[config.mk]
export PLATFORM = sky130hd
export DESIGN_NAME = ysyx_25060170_mdu
export DESIGN_NICKNAME = d
export VERILOG_FILES = /design/src/rtl/ysyx_25060170_mdu_pkg.sv /design/src/rtl/ysyx_25060170_mdu_div_step.sv /design/src/rtl/ysyx_25060170_mdu.sv
export SDC_FILE = /design/constraint.sdc
export NUM_CORES = 1
export LEC_CHECK = 0
export ABC_AREA = 1
export ABC_CLOCK_PERIOD_IN_PS = 8100
export CELL_PAD_IN_SITES_DETAIL_PLACEMENT = 1
export CELL_PAD_IN_SITES_GLOBAL_PLACEMENT = 2
export CORE_MARGIN = 2
export CORE_UTILIZATION = 30
export DETAILED_ROUTE_END_ITERATION = 7
export GPL_TIMING_DRIVEN = 0
export MAX_ROUTING_LAYER = met4
export PLACE_DENSITY_LB_ADDON = 0.15
export SLEW_MARGIN = 20
export SYNTH_ARGS = -nofsm -noshare
export SYNTH_HDL_FRONTEND = slang
export SYNTH_SLANG_ARGS = --single-unit
[constraint.sdc]
create_clock -name clk -period 8.1 [get_ports clk]
set_input_delay 1.62 -clock clk [delete_from_list [all_inputs] [get_ports clk]]
set_output_delay 1.62 -clock clk [all_outputs]
set_load 0.01 [all_outputs]
[src/rtl/ysyx_25060170_mdu_pkg.sv]
// Shared definitions for the iterative multiply/divide unit: op encodings,
// FSM states, fill/overflow constants and operand-signedness helpers.
package ysyx_25060170_mdu_pkg;

  typedef enum logic [2:0] {
    OP_MUL    = 3'd0,
    OP_MULH   = 3'd1,
    OP_MULHSU = 3'd2,
    OP_MULHU  = 3'd3,
    OP_DIV    = 3'd4,
    OP_DIVU   = 3'd5,
    OP_REM    = 3'd6,
    OP_REMU   = 3'd7
  } mdu_op_e;

  typedef enum logic [1:0] {
    ST_IDLE = 2'd0,
    ST_CALC = 2'd1,
    ST_DONE = 2'd2
  } mdu_state_e;

  // Wide constants; modules slice them down to their own WIDTH.
  localparam int unsigned MDU_MAX_WIDTH = 64;
  localparam logic [MDU_MAX_WIDTH-1:0] MDU_ALL_ONES = '1;
  localparam logic [MDU_MAX_WIDTH-1:0] MDU_ALL_ZERO = '0;
  localparam logic [MDU_MAX_WIDTH-1:0] MDU_LSB_ONE  = 64'd1;

  function automatic logic op_is_div(input mdu_op_e op);
    return op[2];
  endfunction

  function automatic logic op_is_rem(input mdu_op_e op);
    return (op == OP_REM) || (op == OP_REMU);
  endfunction

  function automatic logic op1_signed(input mdu_op_e op);
    return (op == OP_MUL) || (op == OP_MULH) || (op == OP_MULHSU) ||
           (op == OP_DIV) || (op == OP_REM);
  endfunction

  function automatic logic op2_signed(input mdu_op_e op);
    return (op == OP_MUL) || (op == OP_MULH) || (op == OP_DIV) || (op == OP_REM);
  endfunction

endpackage

[src/rtl/ysyx_25060170_mdu_div_step.sv]
// One restoring-division step: shift the next dividend bit into the partial
// remainder, subtract the divisor if it fits, and emit the quotient bit.
module ysyx_25060170_DIV_STEP #(
  parameter int unsigned WIDTH = 32
) (
  input  logic [WIDTH-1:0] rem,
  input  logic             dividend_bit,
  input  logic [WIDTH-1:0] divisor,
  output logic [WIDTH-1:0] rem_next,
  output logic             q_bit
);

  logic [WIDTH:0] shifted;
  logic [WIDTH:0] diff;

  always_comb begin
    shifted  = {rem, dividend_bit};
    diff     = shifted - {1'b0, divisor};
    q_bit    = ~diff[WIDTH];
    rem_next = q_bit ? diff[WIDTH-1:0] : shifted[WIDTH-1:0];
  end

endmodule

[src/rtl/ysyx_25060170_mdu.sv]
// Iterative RV32M multiply/divide unit: one shift-add or restoring step per
// cycle on operand magnitudes. Define YSYX_25060170_MDU_EARLY_OUT_EN to skip
// CALC for zero operands, divide-by-zero and signed overflow.
module ysyx_25060170_mdu
  import ysyx_25060170_mdu_pkg::*;
#(
  parameter int unsigned WIDTH = 32
) (
  input  logic             clk,
  input  logic             rst,
  input  logic             in_valid,
  output logic             in_ready,
  input  logic [2:0]       op,
  input  logic [WIDTH-1:0] op_1,
  input  logic [WIDTH-1:0] op_2,
  input  logic             flush,
  output logic             out_valid,
  input  logic             out_ready,
  output logic [WIDTH-1:0] result,
  output logic             busy
);

  localparam logic [WIDTH-1:0] ZERO_W    = MDU_ALL_ZERO[WIDTH-1:0];
  localparam logic [WIDTH-1:0] ONES_W    = MDU_ALL_ONES[WIDTH-1:0];
  localparam logic [WIDTH-1:0] OVF_OP1   = WIDTH'(MDU_LSB_ONE << (WIDTH-1));
  localparam logic [WIDTH-1:0] LAST_STEP = WIDTH'(WIDTH-1);

  mdu_state_e         state;
  mdu_op_e            op_q;
  mdu_op_e            op_in;
  logic [WIDTH-1:0]   cnt;
  logic [WIDTH-1:0]   a_q;
  logic [WIDTH-1:0]   op1_q;
  logic [2*WIDTH-1:0] acc;
  logic [2*WIDTH-1:0] acc_nxt;
  logic               neg_q;
  logic               rem_neg_q;
  logic               dbz_q;
  logic               ovf_q;

  logic               s1, s2;
  logic [WIDTH-1:0]   m1, m2;
  logic               in_dbz, in_ovf;

  logic [WIDTH:0]     mul_sum;
  logic [WIDTH-1:0]   div_rem;
  logic               div_q;

  logic [2*WIDTH-1:0] prod_fix;
  logic [WIDTH-1:0]   quot_fix;
  logic [WIDTH-1:0]   rem_fix;
  logic [WIDTH-1:0]   fin_res;

  assign in_ready = (state == ST_IDLE);
  assign busy     = (state != ST_IDLE);

  always_comb begin
    op_in  = mdu_op_e'(op);
    s1     = op1_signed(op_in) & op_1[WIDTH-1];
    s2     = op2_signed(op_in) & op_2[WIDTH-1];
    m1     = s1 ? (ZERO_W - op_1) : op_1;
    m2     = s2 ? (ZERO_W - op_2) : op_2;
    in_dbz = op_is_div(op_in) && (op_2 == ZERO_W);
    in_ovf = ((op_in == OP_DIV) || (op_in == OP_REM)) &&
             (op_1 == OVF_OP1) && (op_2 == ONES_W);
  end

  // acc is {product_hi, multiplier} for multiply, {remainder, dividend} for divide.
  ysyx_25060170_DIV_STEP #(
    .WIDTH (WIDTH)
  ) u_div_step (
    .rem          (acc[2*WIDTH-1:WIDTH]),
    .dividend_bit (acc[WIDTH-1]),
    .divisor      (a_q),
    .rem_next     (div_rem),
    .q_bit        (div_q)
  );

  always_comb begin
    mul_sum = {1'b0, acc[2*WIDTH-1:WIDTH]} + {1'b0, (acc[0] ? a_q : ZERO_W)};
    if (op_is_div(op_q)) begin
      acc_nxt = {div_rem, acc[WIDTH-2:0], div_q};
    end else begin
      acc_nxt = {mul_sum, acc[WIDTH-1:1]};
    end
  end

  always_comb begin
    prod_fix = neg_q ? ('0 - acc_nxt) : acc_nxt;
    quot_fix = neg_q ? (ZERO_W - acc_nxt[WIDTH-1:0]) : acc_nxt[WIDTH-1:0];
    rem_fix  = rem_neg_q ? (ZERO_W - acc_nxt[2*WIDTH-1:WIDTH]) : acc_nxt[2*WIDTH-1:WIDTH];
    case (op_q)
      OP_MUL:                       fin_res = prod_fix[WIDTH-1:0];
      OP_MULH, OP_MULHSU, OP_MULHU: fin_res = prod_fix[2*WIDTH-1:WIDTH];
      OP_DIV, OP_DIVU:              fin_res = dbz_q ? ONES_W : (ovf_q ? OVF_OP1 : quot_fix);
      default:                      fin_res = dbz_q ? op1_q  : (ovf_q ? ZERO_W  : rem_fix);
    endcase
  end

`ifdef YSYX_25060170_MDU_EARLY_OUT_EN
  logic             early_hit;
  logic [WIDTH-1:0] early_res;

  // Every case that skips CALC has a result known from the raw operands.
  always_comb begin
    early_hit = 1'b0;
    early_res = ZERO_W;
    if (op_is_div(op_in)) begin
      early_hit = in_dbz || in_ovf || (op_1 == ZERO_W);
      if (in_dbz) begin
        early_res = op_is_rem(op_in) ? op_1 : ONES_W;
      end else if (in_ovf) begin
        early_res = op_is_rem(op_in) ? ZERO_W : OVF_OP1;
      end
    end else begin
      early_hit = (op_1 == ZERO_W) || (op_2 == ZERO_W);
    end
  end
`endif

  always_ff @(posedge clk or posedge rst) begin
    if (rst) begin
      state     <= ST_IDLE;
      cnt       <= '0;
      out_valid <= 1'b0;
      result    <= '0;
      op_q      <= OP_MUL;
      a_q       <= '0;
      op1_q     <= '0;
      acc       <= '0;
      neg_q     <= 1'b0;
      rem_neg_q <= 1'b0;
      dbz_q     <= 1'b0;
      ovf_q     <= 1'b0;
    end else begin
      case (state)
        ST_IDLE: begin
          if (in_valid) begin
            op_q      <= op_in;
            op1_q     <= op_1;
            neg_q     <= s1 ^ s2;
            rem_neg_q <= s1;
            dbz_q     <= in_dbz;
            ovf_q     <= in_ovf;
            cnt       <= '0;
            if (op_is_div(op_in)) begin
              acc <= {ZERO_W, m1};
              a_q <= m2;
            end else begin
              acc <= {ZERO_W, m2};
              a_q <= m1;
            end
`ifdef YSYX_25060170_MDU_EARLY_OUT_EN
            if (early_hit) begin
              state     <= ST_DONE;
              out_valid <= 1'b1;
              result    <= early_res;
            end else begin
              state <= ST_CALC;
            end
`else
            state <= ST_CALC;
`endif
          end
        end
        ST_CALC: begin
          if (flush) begin
            state <= ST_IDLE;
          end else begin
            acc <= acc_nxt;
            cnt <= cnt + WIDTH'(1);
            if (cnt == LAST_STEP) begin
              state     <= ST_DONE;
              out_valid <= 1'b1;
              result    <= fin_res;
            end
          end
        end
        ST_DONE: begin
          if (flush || out_ready) begin
            state     <= ST_IDLE;
            out_valid <= 1'b0;
          end
        end
        default: begin
          state     <= ST_IDLE;
          out_valid <= 1'b0;
        end
      endcase
    end
  end

endmodule

# == Word level (Yosys, flattened, before mapping) ==
# Cells that the tools add are included.
# classes
add_sub_neg,8
n_eq_ne,19
mux,30
bitwise_logic,6
n_reduce_logical,24
# op_table
op,count
32-bit 2-to-1 mux,14
64-bit 2-to-1 mux,4
64-bit one-hot mux with 2 select lines,1
1-bit by 32-bit subtractor with 32-bit output (first input constant),4
32-bit one-hot mux with 3 select lines,1
32-bit equality test (second input constant),2
32-bit one-hot mux with 2 select lines,1
1-bit by 64-bit subtractor with 64-bit output (first input constant),1
32-bit by 32-bit adder with 33-bit output,1
33-bit by 32-bit subtractor with 33-bit output,1
32-bit by 1-bit adder with 32-bit output (second input constant),1
32-bit by 5-bit equality test with 1-bit output (second input constant),1
32-bit logical NOT,1
3-bit equality test (second input constant),4
3-bit by 2-bit equality test with 1-bit output (second input constant),3
3-bit AND reduction,3
1-bit logical OR,8
2-bit 2-to-1 mux,4
2-bit != test (second input constant),4
3-bit by 1-bit equality test with 1-bit output (second input constant),2
3-bit logical NOT,2
2-bit one-hot mux with 3 select lines,1
4-bit AND reduction,1
2-bit nonzero test,2
other kinds (13),20
# totals
reg_bits,202
inputBits,72
output_inout_bits,35

# == Logic depth before layout (Yosys ltp) ==
# depth
depth_word,10
depth_mapped,37
ltp_nobuf,36

# == Modules after synthesis ==
# From an unflattened synthesis, not the netlist that was laid out.
# hier_totals
cells_unflattened,3433
area_unflattened_um2,20397.1
# by_module_without_submodules
module,n_inst,cells_per_inst,area_per_inst_um2,seq_area_each_um2
ysyx_25060170_mdu,1,2753,17246.5,5054.8
ysyx_25060170_DIV_STEP,1,680,3150.5,0.0

# == Worst setup path after synthesis ==
# Ideal clock, no wire load.
# synth_timing
path_kind,reg2reg
from,reg a_q[0]
to,reg result[16]
setup_ps,116
arrival_time_ps,4031
required_time_ps,7984
slack_ps,3952
path_stages_with_launch,34
period_less_slack_ps,4148
cell_sequence,dfrtp_1 -> ha_1 -> fa_1 -> inv_1 -> nand2_1 -> nand2_1 -> nand3_1 -> nand2_2 -> nand2_2 -> nand2_2 -> nand2_2 -> nand3_1 -> nand2_2 -> buf_6 -> a21boi_4 -> ha_1 -> inv_1 -> nor3_2 -> nand2_1 -> nor2_1 -> nand2_1 -> nor2_1 -> nand2_1 -> nor3_2 -> nand4_1 -> nor2_1 -> nand2_1 -> o21ai_4 -> o21ai_2 -> xor2_1 -> nand2_1 -> nand2_1 -> nand2_1 -> nand2_1
# synth_via
elab_chain_cells,8
elab_cells_between_ends,17
# synth_lines
item,line,text
"start, declared",ysyx_25060170_mdu.sv:32,logic [WIDTH-1:0] a_q;
"start signal, assigned",ysyx_25060170_mdu.sv:148,a_q <= m2;
"start signal, assigned",ysyx_25060170_mdu.sv:151,a_q <= m1;
33-bit by 32-bit subtractor with 33-bit output or 32-bit 2-to-1 mux (tied branches),"ysyx_25060170_mdu_div_step.sv:18, ysyx_25060170_mdu.sv:80",
32-bit 2-to-1 mux (tied with other cells),ysyx_25060170_mdu_div_step.sv:20,rem_next = q_bit ? diff[WIDTH-1:0] : shifted[WIDTH-1:0];
64-bit 2-to-1 mux (*),ysyx_25060170_mdu.sv:81,if (op_is_div(op_q)) begin
1-bit by 32-bit subtractor with 32-bit output (on tied branches),"ysyx_25060170_mdu.sv:91, ysyx_25060170_mdu.sv:90",
32-bit 2-to-1 mux (on tied branches),"ysyx_25060170_mdu.sv:91, ysyx_25060170_mdu.sv:90",
32-bit 2-to-1 mux (on tied branches) (2 in series),"ysyx_25060170_mdu.sv:96, ysyx_25060170_mdu.sv:95",
32-bit one-hot mux with 3 select lines (*),ysyx_25060170_mdu.sv:92,case (op_q)
"end signal, assigned",ysyx_25060170_mdu.sv:175,result <= fin_res;
"end, declared",ysyx_25060170_mdu.sv:19,"output logic [WIDTH-1:0] result,"
# Every way passes the cells marked *; elsewhere a longest branch is shown, timed or not.
# A chain may end at the register's enable or synchronous reset.

# == Worst setup path after layout ==
# layout_timing
from,reg a_q[10]
to,reg result[20]
# Same word-level chain as after synthesis.

==> impl_metrics.yaml <==
synthesis:
  ys_seq_elements: 202
  synth_area_leaders: "dfrtp_1 26%, nand2_1 18%, inv_1 8.9%, nand3_1 5.9%, nor2_1 5.4%"
  synth_cell_types: 65
  synth_top_cell_by_area: "dfrtp_1"
  syn_inst: 3220
  synth_fp_nets: 3364
  synth_ff_type: "dfrtp_1"
  synth_warnings: 0
  synth_top_cell_area_share: 0.255
  syn_area_per_cell_um2: 6.15
  syn_area_um2: 19800
  synth-edff-count: 0
  async_flop_share: 1.00
  seq_area_frac_synth: 0.255
  synth.most_common_cell: "nand2_1"
  synth_common_cells: "938 x nand2_1, 470 x inv_1, 285 x nor2_1"
route:
  postRouteAntennaNets: 0
  wl_per_cell_um: 26.3
  firstDrtPassIters: 5
  wl_um: 112000
  vias_per_cell: 5.40
  drt_iter0_drc: 1832
  drc: 0
  dr_total_vias: 22900
setup_path:
  cp_common_cell: "nand2_1"
  cp-end-kind: "register"
  r2r-end: "result[20]$_DFFE_PP0P_"
  cp_slowest_cell: "nor2_1"
  crit_start: "a_q[10]$_DFFE_PP0P_"
  rr_worst_depth: 34
  crit_arrival_ps: 6690
  critPathKind: "register to register"
  cp_max_fo: 10
  max_stage_delay_ps: 500
  reg2reg_from: "a_q[10]$_DFFE_PP0P_"
  startpoint_type: "register"
  r2r_slack_ps: 1940
  critPathRequiredTime_ps: 8630
global_route:
  first_global_vias: 23000
  grt_pass1_wl_um: 160000
  track_usage: 0.336
  grt_start_max_net_pins: 88
  grt_overflow: 0
  antenna_found_initial: 2
clock_tree:
  cts_max_path_buffers: 3
  path_clk_slew_ps: 60
  post_cts_buffers: 0
  htree_levels: 1
  clock_sinks: 202
  numCtsBuffers: 28
  cts_hold_buf: 0
  clk-insertion-delay-late_ps: 620
  cts_resized: 0
  tritoncts: "built"
  root_buffer: "clkbuf_16"
floorplanning:
  start_util: 0.302
  die_h_um: 261
  dieArea_um2: 68100
  die_w_um: 261
  rows: 94
  core_um2: 65500
  pin_count: 107
finish:
  final_util: 0.350
  synthToLayoutAreaGrowth_pct: 15.7
  antenna_cells: 0
  final_area_um2: 22900
  fin_cells: 4243
  nets: 3503
  drive_gt1_frac: 0.0613
timing:
  whs_ps: 480
  setup_viol: 0
  min_period_ps: 6160
  rsz0062_at_grt: "false"
  slew_headroom: 0.266
  fmax_mhz: 162
  tightest_slew_ps: 1100
  finalClockSkew_ps: 34.8
  final.period_utilization: 0.761
  finalHoldViolCount: 0
  slew_violations: 0
place:
  place_congestion: 1.01
  placed_area_um2: 22000
  port_buffers: 106
  dp_cells: 4193
  hpwl_um: 94200
power:
  powerDensity_nw_per_um2: 505
  leakage_nw: 11.4
  peakVddDrop_uv: 241
  p_total_mw: 11.6
worst_hold_path:
  min-delay-start: "result[7]$_DFFE_PP0P_"
  min_path_cells: 2
  min_path_type: "register to register"
  hold_end: "result[7]$_DFFE_PP0P_"
run_status:
  status: "completed"
run:
  drv_cap: 0
==> registers in the layout (all words and copies together) (netlist names) <==
signal / cells
ovf_q: 1
a_q: 32
state: 2
op1_q: 32
acc: 64
op_q: 3
rem_neg_q: 1
result: 32
cnt: 32
neg_q: 1
dbz_q: 1
out_valid: 1
==> cells in the final DEF, fill, tap and decap left out, drive strengths merged, types with 43 or more instances in the layout <==
cell type	instances
nand2	984
xor2	92
dfrtp	202
a21oi	178
ha	70
clkbuf	105
inv	479
nand4	45
nand3	245
nor2	314
clkdlybuf4s50	106
nor3	60
o22ai	43
o21ai	231
==> through the flow <==
step	setup WS, ps	TNS, ps
after floorplan	969	0
after global placement	-2410	-473860
after detailed placement	2080	0
after CTS	2010	0
after global routing	1550	0
final	1940	0
==> per-layer routing <==
metal	routed length, um	vias to the layer above	global-route usage	share of wire
met5	0	-	-	0
met2	50900	653	0.534	0.46
met4	4030	0	0.104	0.036
met1	51400	11400	0.454	0.46
li1	-	10700	-	-
met3	5320	161	0.0261	0.048
==> worst max path at each step <==
| stage | to | slack (ps) | cells past startpoint |
|---|---|---|---|
| 3_5_place_dp | result[20]$_DFFE_PP0P_ | 2080 | 34 |
| 6_report | result[20]$_DFFE_PP0P_ | 1940 | 34 |
| 4_1_cts | result[20]$_DFFE_PP0P_ | 2010 | 35 |
| 2_1_floorplan | a_q[0]$_DFFE_PP0P_ | 970 | 1 |
| 3_3_place_gp | result[23]$_DFFE_PP0P_ | -2410 | 2 |
| 5_1_grt | result[20]$_DFFE_PP0P_ | 1550 | 36 |
==> final cells by class <==
type	count	area, um^2
clock inverters	10	104
flip-flops and latches	202	5050
repair buffers	109	1120
multi-input cells	2433	12500
inverters	483	1820
fillers	8553	42600
well taps	864	1080
clock buffers	40	796
plain buffers	102	467
==> where the power goes <==
part	leakage [nW]	switching [mW]	internal, mW
clock network	0.446	0.547	0.713
registers	2.64	0.405	1.32
logic	8.33	6.35	2.24
==> worst max-delay path, delay by kind of cell (launching register included) <==
family,cells,cell delay (ps)
compound gates,2,530
fa+ha+maj,2,620
buf+inv,6,630
flops,1,470
simple gates,24,3820
==> cell families (layout without fill, tap and decap cells) <==
logic type,Yosys count,in the layout,share of synthesized area
and+or+nand+nor,1703,1703,0.375
buffers and inverters,585,744,0.115
AOI/OAI and AO/OA,545,545,0.158
DFF,202,202,0.255
xor gates and xnor gates,113,113,0.0500
adders and majority gates,72,72,0.0463
(Power assumes the default switching activity.)
